[config.mk]
export PLATFORM = sky130hd
export DESIGN_NAME = uart_tx_arbiter
export DESIGN_NICKNAME = d
export VERILOG_FILES = /design/src/rtl/uart_arb_pkg.sv /design/src/rtl/uart_tx_arbiter_rr_pick.sv /design/src/rtl/uart_tx_arbiter.sv
export SDC_FILE = /design/constraint.sdc
export NUM_CORES = 1
export LEC_CHECK = 0
export BUFFER_PORTS_ARGS = -buffer_cell sky130_fd_sc_hd__buf_2
export CAP_MARGIN = 10
export CORE_MARGIN = 5
export CORE_UTILIZATION = 25
export DETAILED_ROUTE_END_ITERATION = 10
export SYNTH_ARGS = -nofsm -noshare
export SYNTH_HDL_FRONTEND = slang
export SYNTH_SLANG_ARGS = --single-unit
[constraint.sdc]
create_clock -name i_Clock -period 2.55 [get_ports i_Clock]
set_clock_uncertainty 0.05 [all_clocks]
set_input_delay 0.255 -clock i_Clock [delete_from_list [all_inputs] [get_ports i_Clock]]
set_output_delay 0.255 -clock i_Clock [all_outputs]
set_load 0.005 [all_outputs]
[src/rtl/uart_arb_pkg.sv]
// Shared definitions for the UART TX arbiter: FSM state encoding and the
// ASCII constants sent as the CR/LF trailer.
// Optional feature macro: UART_ARB_CRLF_EN adds the CR and LF states.
package uart_arb_pkg;

  typedef enum logic [2:0] {
    StIdle  = 3'd0,
    StFetch = 3'd1,
    StSend  = 3'd2,
    StWait  = 3'd3
`ifdef UART_ARB_CRLF_EN
    ,
    StCr    = 3'd4,
    StLf    = 3'd5
`endif
  } arb_state_e;

`ifdef UART_ARB_CRLF_EN
  // Progress through the CR/LF trailer that follows the last data byte
  typedef enum logic [1:0] {
    TailNone = 2'd0,
    TailCr   = 2'd1,
    TailLf   = 2'd2
  } tail_e;
`endif

  localparam logic [7:0] CHR_CR = 8'h0D;
  localparam logic [7:0] CHR_LF = 8'h0A;

endpackage

[src/rtl/uart_tx_arbiter_rr_pick.sv]
// Combinational round-robin picker: returns the first set request at or
// after the pointer, wrapping modulo NUM_REQ (which need not be a power of 2).
module rr_pick
  import uart_arb_pkg::*;
#(
  parameter int unsigned NUM_REQ = 4,
  parameter int unsigned IDX_W   = $clog2(NUM_REQ)
) (
  input  logic [NUM_REQ-1:0] req_i,
  input  logic [IDX_W-1:0]   ptr_i,
  output logic [NUM_REQ-1:0] gnt_o,
  output logic [IDX_W-1:0]   idx_o
);

  int unsigned      cand;
  logic [IDX_W-1:0] cand_idx;
  logic             found;

  // Scan NUM_REQ candidates starting at ptr_i; first hit wins
  always_comb begin
    gnt_o    = '0;
    idx_o    = '0;
    found    = 1'b0;
    cand     = 0;
    cand_idx = '0;
    for (int unsigned i = 0; i < NUM_REQ; i++) begin
      cand = 32'(ptr_i) + i;
      if (cand >= NUM_REQ) begin
        cand = cand - NUM_REQ;
      end
      cand_idx = IDX_W'(cand);
      if (!found && req_i[cand_idx]) begin
        found           = 1'b1;
        gnt_o[cand_idx] = 1'b1;
        idx_o           = cand_idx;
      end
    end
  end

endmodule

[src/rtl/uart_tx_arbiter.sv]
// Packet-level round-robin arbiter sharing one UART_TX among NUM_REQ
// valid/ready byte streams. A granted requester owns the UART until its
// last byte has finished on the line.
// Optional feature macro: UART_ARB_CRLF_EN appends CR, LF after each packet.
module uart_tx_arbiter
  import uart_arb_pkg::*;
#(
  parameter int unsigned NUM_REQ = 4,
  parameter int unsigned IDX_W   = $clog2(NUM_REQ)
) (
  input  logic                 i_Clock,
  input  logic                 i_Reset,
  input  logic [NUM_REQ-1:0]   i_Req_Valid,
  input  logic [NUM_REQ*8-1:0] i_Req_Byte,
  input  logic [NUM_REQ-1:0]   i_Req_Last,
  output logic [NUM_REQ-1:0]   o_Req_Ready,
  output logic [NUM_REQ-1:0]   o_Grant,
  output logic                 o_TX_DV,
  output logic [7:0]           o_TX_Byte,
  input  logic                 i_TX_Active,
  input  logic                 i_TX_Done,
  output logic                 o_Busy
);

  arb_state_e         state_q, state_d;
  logic [NUM_REQ-1:0] grant_q;
  logic [IDX_W-1:0]   gidx_q;
  logic [IDX_W-1:0]   rr_ptr_q;
  logic               last_flag_q;
  logic [7:0]         tx_byte_q;
`ifdef UART_ARB_CRLF_EN
  tail_e              tail_q;
`endif

  logic [7:0]         req_byte [NUM_REQ];
  logic [NUM_REQ-1:0] pick_gnt;
  logic [IDX_W-1:0]   pick_idx;
  logic [IDX_W-1:0]   rr_ptr_next;
  logic               arb_start;
  logic               byte_accept;
  logic               tx_done_wait;
  logic               pkt_release;

  for (genvar k = 0; k < NUM_REQ; k++) begin : g_unpack
    assign req_byte[k] = i_Req_Byte[8*k +: 8];
  end

  rr_pick #(
    .NUM_REQ (NUM_REQ),
    .IDX_W   (IDX_W)
  ) u_rr_pick (
    .req_i (i_Req_Valid),
    .ptr_i (rr_ptr_q),
    .gnt_o (pick_gnt),
    .idx_o (pick_idx)
  );

  // Do not start a new packet while a byte (e.g. one left over from reset) is on the line
  assign arb_start    = (state_q == StIdle) && (|i_Req_Valid) && !i_TX_Active;
  assign byte_accept  = (state_q == StFetch) && i_Req_Valid[gidx_q];
  assign tx_done_wait = (state_q == StWait) && i_TX_Done;
  assign rr_ptr_next  = (gidx_q == IDX_W'(NUM_REQ - 1)) ? '0 : gidx_q + IDX_W'(1);
`ifdef UART_ARB_CRLF_EN
  assign pkt_release  = tx_done_wait && last_flag_q && (tail_q == TailLf);
`else
  assign pkt_release  = tx_done_wait && last_flag_q;
`endif

  // State register
  always_ff @(posedge i_Clock) begin
    if (i_Reset) begin
      state_q <= StIdle;
    end else begin
      state_q <= state_d;
    end
  end

  // Next-state logic
  always_comb begin
    state_d = state_q;
    case (state_q)
      StIdle:  if (arb_start) state_d = StFetch;
      StFetch: if (byte_accept) state_d = StSend;
      StSend:  state_d = StWait;
      StWait: begin
        if (i_TX_Done) begin
          if (!last_flag_q) begin
            state_d = StFetch;
          end else begin
`ifdef UART_ARB_CRLF_EN
            case (tail_q)
              TailNone: state_d = StCr;
              TailCr:   state_d = StLf;
              default:  state_d = StIdle;
            endcase
`else
            state_d = StIdle;
`endif
          end
        end
      end
`ifdef UART_ARB_CRLF_EN
      StCr:    state_d = StWait;
      StLf:    state_d = StWait;
`endif
      default: state_d = StIdle;
    endcase
  end

  // Grant, round-robin pointer, byte and last-flag registers
  always_ff @(posedge i_Clock) begin
    if (i_Reset) begin
      grant_q     <= '0;
      gidx_q      <= '0;
      rr_ptr_q    <= '0;
      last_flag_q <= 1'b0;
      tx_byte_q   <= 8'h00;
`ifdef UART_ARB_CRLF_EN
      tail_q      <= TailNone;
`endif
    end else begin
      if (arb_start) begin
        grant_q <= pick_gnt;
        gidx_q  <= pick_idx;
      end
      if (byte_accept) begin
        tx_byte_q   <= req_byte[gidx_q];
        last_flag_q <= i_Req_Last[gidx_q];
      end
`ifdef UART_ARB_CRLF_EN
      // Trailer byte is loaded one cycle ahead so it is stable during its DV pulse
      if (tx_done_wait && last_flag_q) begin
        case (tail_q)
          TailNone: begin
            tail_q    <= TailCr;
            tx_byte_q <= CHR_CR;
          end
          TailCr: begin
            tail_q    <= TailLf;
            tx_byte_q <= CHR_LF;
          end
          default: tail_q <= TailNone;
        endcase
      end
`endif
      if (pkt_release) begin
        grant_q     <= '0;
        rr_ptr_q    <= rr_ptr_next;
        last_flag_q <= 1'b0;
      end
    end
  end

  // Outputs decoded from the current state
  always_comb begin
    o_TX_DV     = 1'b0;
    o_Req_Ready = '0;
    case (state_q)
      StFetch: o_Req_Ready = grant_q;
      StSend:  o_TX_DV     = 1'b1;
`ifdef UART_ARB_CRLF_EN
      StCr:    o_TX_DV     = 1'b1;
      StLf:    o_TX_DV     = 1'b1;
`endif
      default: ;
    endcase
  end

  assign o_Busy    = (state_q != StIdle);
  assign o_Grant   = grant_q;
  assign o_TX_Byte = tx_byte_q;

endmodule

* Word-level counts from Yosys, hierarchy flattened
Index checks and enable logic that the tools add are counted.
** Operators by class
- Order comparisons :: 14
- Reductions and logical operators :: 21
- Bitwise logic cells :: 4
- Add/sub/neg operators :: 8
- Equal/unequal tests :: 7
- Div/mod/pow operators :: 0
- Mux-type cells :: 46
- Shift-type cells :: 0
- Multipliers :: 0
** Operators with widths (number)
- $mux W4 :: 5
- $mux W2 :: 9
- $bmux W8 S2 :: 1
- $mux W8 :: 2
- $lt A2 B3 Y1 const B :: 5
- $mux W1 :: 15
- $bmux W1 S2 :: 6
- $ge A3 B3 Y1 const B :: 4
- $logic_and A1 B1 Y1 :: 12
- $or A4 B4 Y4 :: 3
- $pmux W3 S4 :: 1
- $mux W3 :: 3
- $demux W1 S2 :: 4
- $ge A2 B1 Y1 const B :: 4
- $sub A2 B1 Y2 const B :: 4
- $add A2 B2 Y3 const B :: 2
- $eq A3 B2 Y1 const B :: 2
- $ne A2 B2 Y1 const B :: 3
- $logic_not A1 Y1 :: 4
- $reduce_or A4 Y1 :: 1
- $add A2 B1 Y3 const B :: 1
- $eq A3 B1 Y1 const B :: 1
- $ge A2 B3 Y1 const B :: 1
- $logic_not A3 Y1 :: 1
- 6 further kinds :: 6
** Word-level totals
- Input bits :: 44
- Word-level logic and storage cells :: 106
- Bits in latches :: 0
- Flip-flop bits (word level) :: 20
- Output and inout bits :: 18
- ROM bits :: 0
- RAM bits :: 0
- Memories kept :: 0

* Logic depth before layout (Yosys ltp)
Gate-level depths: netlist (run 1).
- Word-level depth :: 14
- Gate-level depth with buffers :: 8
- Depth with buffers taken out :: 6

* Cells and area by module
From an unflattened synthesis (run 1), not the netlist that was laid out.
** Unflattened totals
- Cell total of the unflattened synthesis :: 168
- Area, all modules :: 1581.5 µm²
** By module, submodules not included
- uart_tx_arbiter :: area each 1092.3 µm², cells each 103, times used 1, sequential area each 380.4 µm²
- rr_pick :: area each 489.2 µm², cells each 65, times used 1, sequential area each 0.0 µm²

* Least setup slack after synthesis (run 1)
OpenSTA, ideal clock, no wires.
- Path kind :: register to register
- Start point :: register rr_ptr_q[0]
- End point :: register grant_q[0] (netlist: o_Grant[0])
- Path buffers :: 2
- Data required time :: 2441 ps
- Library setup time :: 59 ps
- Clock period less this slack :: 2268 ps
- Setup slack :: 282 ps
- Cell stages (with the launch flop) :: 9
- Arrival :: 2159 ps
- Cell sequence :: dfxtp_1 buf_6 inv_1 ha_1 mux4_2 buf_6 or3b_1 a221oi_1 a221o_1
** On the way
- Longest elaborated chain between the ends :: 14
- Elaborated cells on any way between the ends :: 59
- Classes of those cells :: add/sub: 7; order compare: 12; mux: 27; bitwise: 3; reduce/logical: 10
** RTL lines
- from (decl) :: RTL line uart_tx_arbiter.sv:28 : logic [IDX_W-1:0] rr_ptr_q;
- from (signal assigned) :: RTL line uart_tx_arbiter.sv:148 : rr_ptr_q <= rr_ptr_next;
- branches (longest 13 deep; another with $add A2 B1 Y3)
- $mux W4 * :: RTL line uart_tx_arbiter_rr_pick.sv:32 : if (!found && req_i[cand_idx]) begin
- to (signal assigned) :: RTL line uart_tx_arbiter.sv:123 : grant_q <= pick_gnt;
- to (decl) :: RTL line uart_tx_arbiter.sv:26 : logic [NUM_REQ-1:0] grant_q;
Mark *: on every way between the ends. The select of a mux whose other input is x is not followed.
A chain may end at the register's enable or synchronous reset.

* Worst setup path after layout (run 1)
Ends and elaborated chain as after synthesis.

==> results of run 1 <==
## through the flow
| stage | utilization, % | power [mW] | worst slack (ns) | instance area, µm² |
|---|---|---|---|---|
| finish | 32.84 | 0.9818 | 0.3781 | 1933 |
| global route | 32.84 | 1.057 | 0.2602 | 1933 |
| CTS | 32.84 | 1.001 | 0.4055 | 1933 |
| detailed placement | 32.06 | 0.7879 | 0.4139 | 1887 |
| global placement | 32.06 | 0.7818 | 0.4963 | 1887 |
| floorplan | - | 0.6461 | 0.2819 | 1513 |
## power by group
part           switching [mW]  internal (mW)
Combinational           0.200          0.201
Sequential             0.0292          0.342
Clock                   0.101          0.108
Total                   0.330          0.651
## path summary, 6_finish.rpt
kind	from	endpoint	slack [ns]	cells after the start
worst max-delay path	rr_ptr_q[0]	o_Grant[0]	0.38	6
worst min-delay path	i_Reset	rr_ptr_q[0]	0.32	2
worst max register to register	rr_ptr_q[0]	o_Grant[0]	0.38	6
worst min register to register	o_TX_Byte[5]	o_TX_Byte[5]	0.45	2
## metal layers
metal | vias up | wire, µm
met2 | 37 | 1990
met4 | 0 | 34
met1 | 649 | 1631
met3 | 2 | 326
li1 | 672 | -
met5 | - | 0
## worst reg2reg max path, cell delays in order (launching register included)
cell,delay [ns]
dfxtp_1,0.33
inv_1,0.07
ha_1,0.38
mux4_2,0.44
or3b_1,0.40
a221oi_1,0.29
a221o_1,0.15
## cell type report
type | instances | share of cell area, %
Sequential cell | 19 | 19.68
Multi-Input combinational cell | 109 | 53.98
Timing Repair Buffer | 65 | 17.35
Clock inverter | 1 | 0.2589
Inverter | 9 | 1.748
Clock buffer | 3 | 2.136
Tap cell | 75 | 4.854
## state kept, by name (all words and copies together), names as in the netlist
signal	count
state_q	2
o_Grant	4
last_flag_q	1
o_TX_Byte	8
rr_ptr_q	2
gidx_q	2
## cells in the final DEF, fill, tap and decap left out, types with 8 or more instances in the layout
| cell type | netlist | layout |
|---|---|---|
| buf_2 | 1 | 61 |
| dfxtp_1 | 19 | 19 |
| nor2_1 | 14 | 14 |
| mux4_2 | 10 | 10 |
| mux2i_1 | 10 | 10 |
| ha_1 | 10 | 10 |
| inv_1 | 9 | 9 |
| a21oi_1 | 8 | 8 |
## kinds of logic after synthesis
| family | count (synthesis) |
|---|---|
| AO/OA/AOI/OAI | 29 |
| adder cells (fa/ha/maj) | 10 |
| buffers and inverters | 17 |
| flip-flops | 19 |
| multiplexers | 25 |
| AND/OR/NAND/NOR | 45 |
==> impl_metrics.tcl, run 1 <==
set metrics [dict create \
    status "finished clean" \
    io_buffers 61 \
    path_max_fanout 11 \
    synthArstFlopShare_pct 0 \
    row_count 28 \
    critPathRequiredTime_ns 2.70 \
    area_growth_pct 27.79 \
    n_antenna_cell 0 \
    crit_slowest_cell "mux4_2" \
    synth-edff-count 0 \
    yosys_warnings 0 \
    synth.distinct_cells 38 \
    num_vias 1360 \
    slew-limit-headroom_pct 66.12 \
    tightest_slew_ns 0.5070 \
    seq_area_um2 380.4 \
    finalHoldViolations 0 \
    worstPathArrival_ns 2.32 \
    ctsHoldBuffers 0 \
    multi_input_area_um2 1044 \
    cts_tree "built" \
    post-cts-setup-buffer-count 0 \
    setup_tns_ns 0 \
    critPathBufInv 1 \
    die_w_um 87.79 \
    cap_violations 0 \
    die_area_um2 7706 \
    yosys.area_share.adder_pct 8.271 \
    use_met3_pct 2.446 \
    die_h_um 87.79 \
    clock_latency_ns 0.25 \
    top_usage_layer "met2" \
    htree_levels 1 \
    clock_sinks 19 \
    dp_hpwl_um 3274 \
    min_period_over_period_pct 85.17 \
    numCtsBuffers 3 \
    viasPerCell 4.840 \
    syn_avg_cell_area_um2 10.43 \
    min_path_type "in2reg" \
    holdWs_ns 0.3229 \
    root_buffer "clkbuf_8" \
    remaining_drc_errors 0 \
    critPathMaxStageDelay_ns 0.44 \
    crit_chain "inv_1, ha_1, mux4_2, or3b_1, a221oi_1, a221o_1" \
    synth_cells 145 \
    rsz0062_at_grt "false" \
    critPathLaunchType "flop" \
    critPathTopFamily "multiplexers" \
    ctsResizeCount 0 \
    dp.cells 277 \
    synth_seq_cells 19 \
    synthMuxAreaShare_pct 29.20 \
    synth_area_leaders "dfxtp_1 25%, mux4_2 15%, ha_1 8.3%" \
    ir_drop_mv 0.2018 \
    grt_max_degree 19 \
    synth_compound_area_share_pct 14.14 \
    final_antenna_net_count 0 \
    max_freq_ghz 0.4604 \
    synthTopCellsByCount "19 x dfxtp_1, 14 x nor2_1, 10 x ha_1, 10 x mux2i_1, 10 x mux4_2" \
    synth-xor-area-share_pct 0 \
    setup_viol 0 \
    syn_area_um2 1513 \
    met1_usage_pct 12.19 \
    start_util_pct 25.70 \
    antenna_found_initial 0 \
    worstSetupPathType "reg2reg" \
    nFillCells 630 \
    maxSlewViolCount 0 \
    yosys.area_share.simple_pct 17.37 \
    grt_remaining_overflow 0 \
    grt_pass1_vias 1379 \
    synth_ff_type "dfxtp_1" \
    fin_crit_ns 2.172 \
    dr.pass1.iters 4 \
    fin_cells 281 \
    leakagePower_nw 0.8999 \
    coreArea_um2 5886 \
    drtIter0Drc 46 \
    synth_top_family_by_area "multiplexers" \
    clk_path_buf_depth 2 \
    synth_nets 199 \
    power_density_nw_per_um2 507.9 \
    synth_seq_area_share_pct 25.14 \
    drive_gt1_share_pct 41.26 \
    nNetsFinal 261 \
    synth_top_area_cell "dfxtp_1" \
    pin_count 62 \
    finalWeightedCongestion 0.8259 \
    clk_pin_slew_ns 0.08 \
    gr-usage-all-layers_pct 10.13 \
    synth_top_area_share_pct 25.14 \
    yosysMostFrequentCell "dfxtp_1" \
    endpoint_kind "flop" \
    drt_wl_total_um 3983 \
    wl_per_cell_um 14.17 \
    grt_pass1_wl_um 6265 \
    grt_util_met2_pct 17.47 \
]
No activity file was read; power rests on OpenSTA's default activity.
==> inputs of run 2 (changes only) <==
--- a/config.mk
+++ b/config.mk
@@ -10,6 +10,7 @@
 export CORE_MARGIN = 5
 export CORE_UTILIZATION = 25
 export DETAILED_ROUTE_END_ITERATION = 10
+export RECOVER_POWER = 25
 export SYNTH_ARGS = -nofsm -noshare
 export SYNTH_HDL_FRONTEND = slang
 export SYNTH_SLANG_ARGS = --single-unit
==> impl_metrics.tcl, run 2 (synthesis gave the netlist of run 1 again) <==
set metrics [dict create \
    status "finished clean" \
    clock_latency_ns 0.25 \
    r2r_cells 6 \
    die_w_um 87.79 \
    worstPathArrival_ns 2.32 \
    clk_path_buf_depth 2 \
    remaining_drc_errors 0 \
    io_buffers 61 \
    worstSetupPathType "reg2reg" \
    drt_wl_total_um 3985 \
    min_path_type "in2reg" \
    start_util_pct 25.70 \
    grt_remaining_overflow 0 \
    htree_levels 1 \
    max_freq_ghz 0.4608 \
    critPathMaxStageDelay_ns 0.44 \
    ir_drop_mv 0.2000 \
    ctsResizeCount 0 \
    critPathLaunchType "flop" \
    coreArea_um2 5886 \
    nNetsFinal 261 \
    die_area_um2 7706 \
    critPathTopFamily "multiplexers" \
    clock_sinks 19 \
    numCtsBuffers 3 \
    critPathRequiredTime_ns 2.70 \
    drive_gt1_share_pct 39.32 \
    tightest_slew_ns 0.5075 \
    crit_chain "inv_1, ha_1, mux4_2, or3b_1, a221oi_1, a221o_1" \
    setup_tns_ns 0 \
    path_max_fanout 11 \
    dp_hpwl_um 3274 \
    place_area_um2 1887 \
    root_buffer "clkbuf_8" \
    wl_per_cell_um 14.18 \
    grt_pass1_vias 1379 \
    finalHoldViolations 0 \
    largest_reg_flops 8 \
    final_antenna_net_count 0 \
    finalWeightedCongestion 0.8259 \
    rsz0062_at_grt "false" \
    antenna_found_initial 0 \
    drtIter0Drc 45 \
    grt_pass1_wl_um 6265 \
    grt_max_degree 19 \
    die_h_um 87.79 \
    crit_slowest_cell "mux4_2" \
    num_vias 1358 \
    leakagePower_nw 0.8828 \
    ctsHoldBuffers 0 \
    post-cts-setup-buffer-count 0 \
    postLayoutCellArea_um2 1928 \
    gr-usage-all-layers_pct 10.13 \
    cts_tree "built" \
    area_growth_pct 27.46 \
    pin_count 62 \
    layout_commonest_cell "buf_2" \
    n_antenna_cell 0 \
    viasPerCell 4.833 \
    endpoint_kind "flop" \
    clk_pin_slew_ns 0.08 \
    setup_viol 0 \
    row_count 28 \
    slew-limit-headroom_pct 66.08 \
    holdPathStages 2 \
    critPathBufInv 1 \
    min_period_over_period_pct 85.11 \
    cap_violations 0 \
    maxSlewViolCount 0 \
    final_cell_mix "57 x buf_2, 19 x dfxtp_1, 14 x nor2_1" \
    fin_crit_ns 2.170 \
    power_density_nw_per_um2 507.7 \
    path_depth 6 \
    dr.pass1.iters 4 \
]
## run 2: changes by cell type in the layout (fill, tap and decap cells not counted), sizes merged
| cell | before | now |
|---|---|---|
| clkbuf | 3 | 7 |
| buf | 65 | 61 |
## run 2: final cells by class
type / instances / area [µm²]
inverter: 9 / 33.78
multi-input combinational: 109 / 1044
fill: 633 / 3958
clock buffer: 3 / 41.29
clock inverter: 1 / 5.005
timing repair buffer: 65 / 330.3
tap: 75 / 93.84
sequential: 19 / 380.4
## run 2: path summary, 6_finish.rpt
kind | from | to | slack (ns)
worst min register to register | o_TX_Byte[5] | o_TX_Byte[5] | 0.45
worst max-delay path | rr_ptr_q[0] | o_Grant[0] | 0.38
worst min-delay path | i_Reset | rr_ptr_q[0] | 0.33
worst max register to register | rr_ptr_q[0] | o_Grant[0] | 0.38
## run 2: stage by stage
stage / power [mW] / utilization [%] / hold WS [ns] / worst slack (ns) / instances
global placement: 0.7818 / 32.06 / 0.4215 / 0.4963 / 277
floorplan: 0.6461 / - / 0.4357 / 0.2819 / 145
detailed placement: 0.7879 / 32.06 / 0.4350 / 0.4139 / 277
CTS: 1.001 / 32.84 / 0.3274 / 0.4055 / 281
global route: 1.055 / 32.76 / 0.3503 / 0.2602 / 281
finish: 0.9789 / 32.76 / 0.3262 / 0.3797 / 281
## run 2: routing by layer
metal	global-route usage, %	part of all wire [%]
met1	12.19	41
met2	17.47	50
met3	2.446	8.2
met4	3.766	0.85
met5	0	0
## run 2: worst register-to-register path, stage by stage, from the launching register on
cell and delay (ns):
dfxtp_1 0.33, inv_1 0.07, ha_1 0.38, mux4_2 0.44
or3b_1 0.40, a221oi_1 0.29, a221o_1 0.15
## run 2: power breakdown
part	switching, mW	internal, mW	leakage [nW]
sequential	0.0293	0.342	0.155
combinational	0.200	0.199	0.703
clock	0.100	0.108	0.0255
total	0.330	0.649	0.883
==> inputs of run 3 (changes only) <==
==> constraint.sdc (replaced) <==
create_clock -name i_Clock -period 2.55 [get_ports i_Clock]
set_clock_uncertainty 0.05 [all_clocks]
set_input_delay 0.1275 -clock i_Clock [delete_from_list [all_inputs] [get_ports i_Clock]]
set_output_delay 0.1275 -clock i_Clock [all_outputs]
set_load 0.005 [all_outputs]
==> impl_metrics.tcl, run 3 (synthesis gave the netlist of run 1 again) <==
set metrics [dict create \
    status "finished clean" \
    fin_crit_ns 2.162 \
    htree_levels 1 \
    start_util_pct 25.70 \
    wl_per_cell_um 14.07 \
    rsz0062_at_grt "false" \
    leakagePower_nw 0.8786 \
    post-cts-setup-buffer-count 0 \
    worstHoldStart "i_Reset" \
    ir_drop_mv 0.2261 \
    pin_count 62 \
    dr.pass1.iters 4 \
    clk_pin_slew_ns 0.07 \
    wl_met2_um 1955 \
    critPathLaunchType "flop" \
    holdWs_ns 0.2084 \
    min_period_over_period_pct 84.80 \
    die_area_um2 7706 \
    final_cell_mix "56 x buf_2, 19 x dfxtp_1, 14 x nor2_1" \
    critPathRequiredTime_ns 2.69 \
    die_w_um 87.79 \
    crit-reg2reg-launch "rr_ptr_q[0]" \
    cap_violations 0 \
    final_antenna_net_count 0 \
    viasPerCell 4.779 \
    drtIter0Drc 32 \
    grt_pass1_vias 1355 \
    drt_wl_total_um 3955 \
    die_h_um 87.79 \
    place_area_um2 1887 \
    met3_length_um 259 \
    grt_pass1_wl_um 6175 \
    slew-limit-headroom_pct 66.32 \
    remaining_drc_errors 0 \
    tightest_slew_ns 0.5040 \
    maxSlewViolCount 0 \
    min_path_type "in2reg" \
    grt_max_degree 19 \
    cts_tree "built" \
    finalWeightedCongestion 0.8255 \
    max_freq_ghz 0.4625 \
    row_count 28 \
    ctsResizeCount 0 \
    finalHoldViolations 0 \
    postLayoutCellArea_um2 1927 \
    dp_hpwl_um 3260 \
    power_density_nw_per_um2 504.8 \
    worstPathArrival_ns 2.30 \
    clock_latency_ns 0.25 \
    worstSetupPathType "reg2reg" \
    numCtsBuffers 3 \
    clock_sinks 19 \
    layout_commonest_cell "buf_2" \
    startpoint "rr_ptr_q[0]" \
    setup_tns_ns 0 \
    clk_path_buf_depth 2 \
    setup_viol 0 \
    drive_gt1_share_pct 38.83 \
    area_growth_pct 27.38 \
    grt_remaining_overflow 0 \
    nNetsFinal 261 \
    antenna_found_initial 0 \
    n_antenna_cell 0 \
    coreArea_um2 5886 \
    path_max_fanout 11 \
    io_buffers 61 \
    largest_reg_flops 8 \
    gr-usage-all-layers_pct 10.03 \
    top_layer "met4" \
    wl_met1_um 1692 \
    ctsHoldBuffers 0 \
    endpoint_kind "flop" \
    root_buffer "clkbuf_8" \
    num_vias 1343 \
]
-- run 3: cell types whose count changed in the layout (fill, tap and decap cells not counted), sizes merged --
| cell | change |
|---|---|
| buf | -1 |
| clkbuf | +1 |
-- run 3: path summary, 6_finish.rpt --
path	endpoint	slack (ns)	cells past startpoint
max	o_Grant[2]	0.39	6
min	o_TX_Byte[4]	0.21	2
max reg2reg	o_Grant[2]	0.39	6
min reg2reg	o_TX_Byte[4]	0.44	2
-- run 3: layout make-up --
type	count	area (µm²)
Clock buffer	3	41.29
Timing Repair Buffer	65	329.1
Multi-Input combinational cell	109	1044
Clock inverter	1	5.005
Inverter	9	33.78
Sequential cell	19	380.4
Tap cell	75	93.84
Fill cell	625	3959
-- run 3: through the flow --
| step | worst slack, ns | std cells | total power [mW] | util (%) |
|---|---|---|---|---|
| after floorplan | 0.2819 | 145 | 0.6461 | - |
| after global placement | 0.4849 | 277 | 0.7817 | 32.06 |
| after detailed placement | 0.4255 | 277 | 0.7882 | 32.06 |
| after CTS | 0.3991 | 281 | 0.9972 | 32.84 |
| after global routing | 0.2367 | 281 | 1.051 | 32.74 |
| final | 0.3877 | 281 | 0.9727 | 32.74 |
-- run 3: per-layer routing --
metal,vias up,global-route usage (%)
met5,-,0
met4,0,3.347
met3,4,1.787
met2,33,17.67
met1,630,12.28
li1,676,-
-- run 3: report_power, final --
part / internal (mW) / total, mW / leakage, nW / switching, mW
Clock: 0.108 / 0.201 / 0.0255 / 0.0929
Sequential: 0.342 / 0.371 / 0.155 / 0.0291
Combinational: 0.199 / 0.401 / 0.699 / 0.202
Total: 0.649 / 0.973 / 0.879 / 0.324
-- run 3: worst max-delay path, cell delays in order (launching register included) --
cell,delay (ns)
dfxtp_1,0.33
inv_1,0.07
ha_1,0.39
mux4_2,0.44
or3b_1,0.38
a221oi_1,0.30
a221o_1,0.15
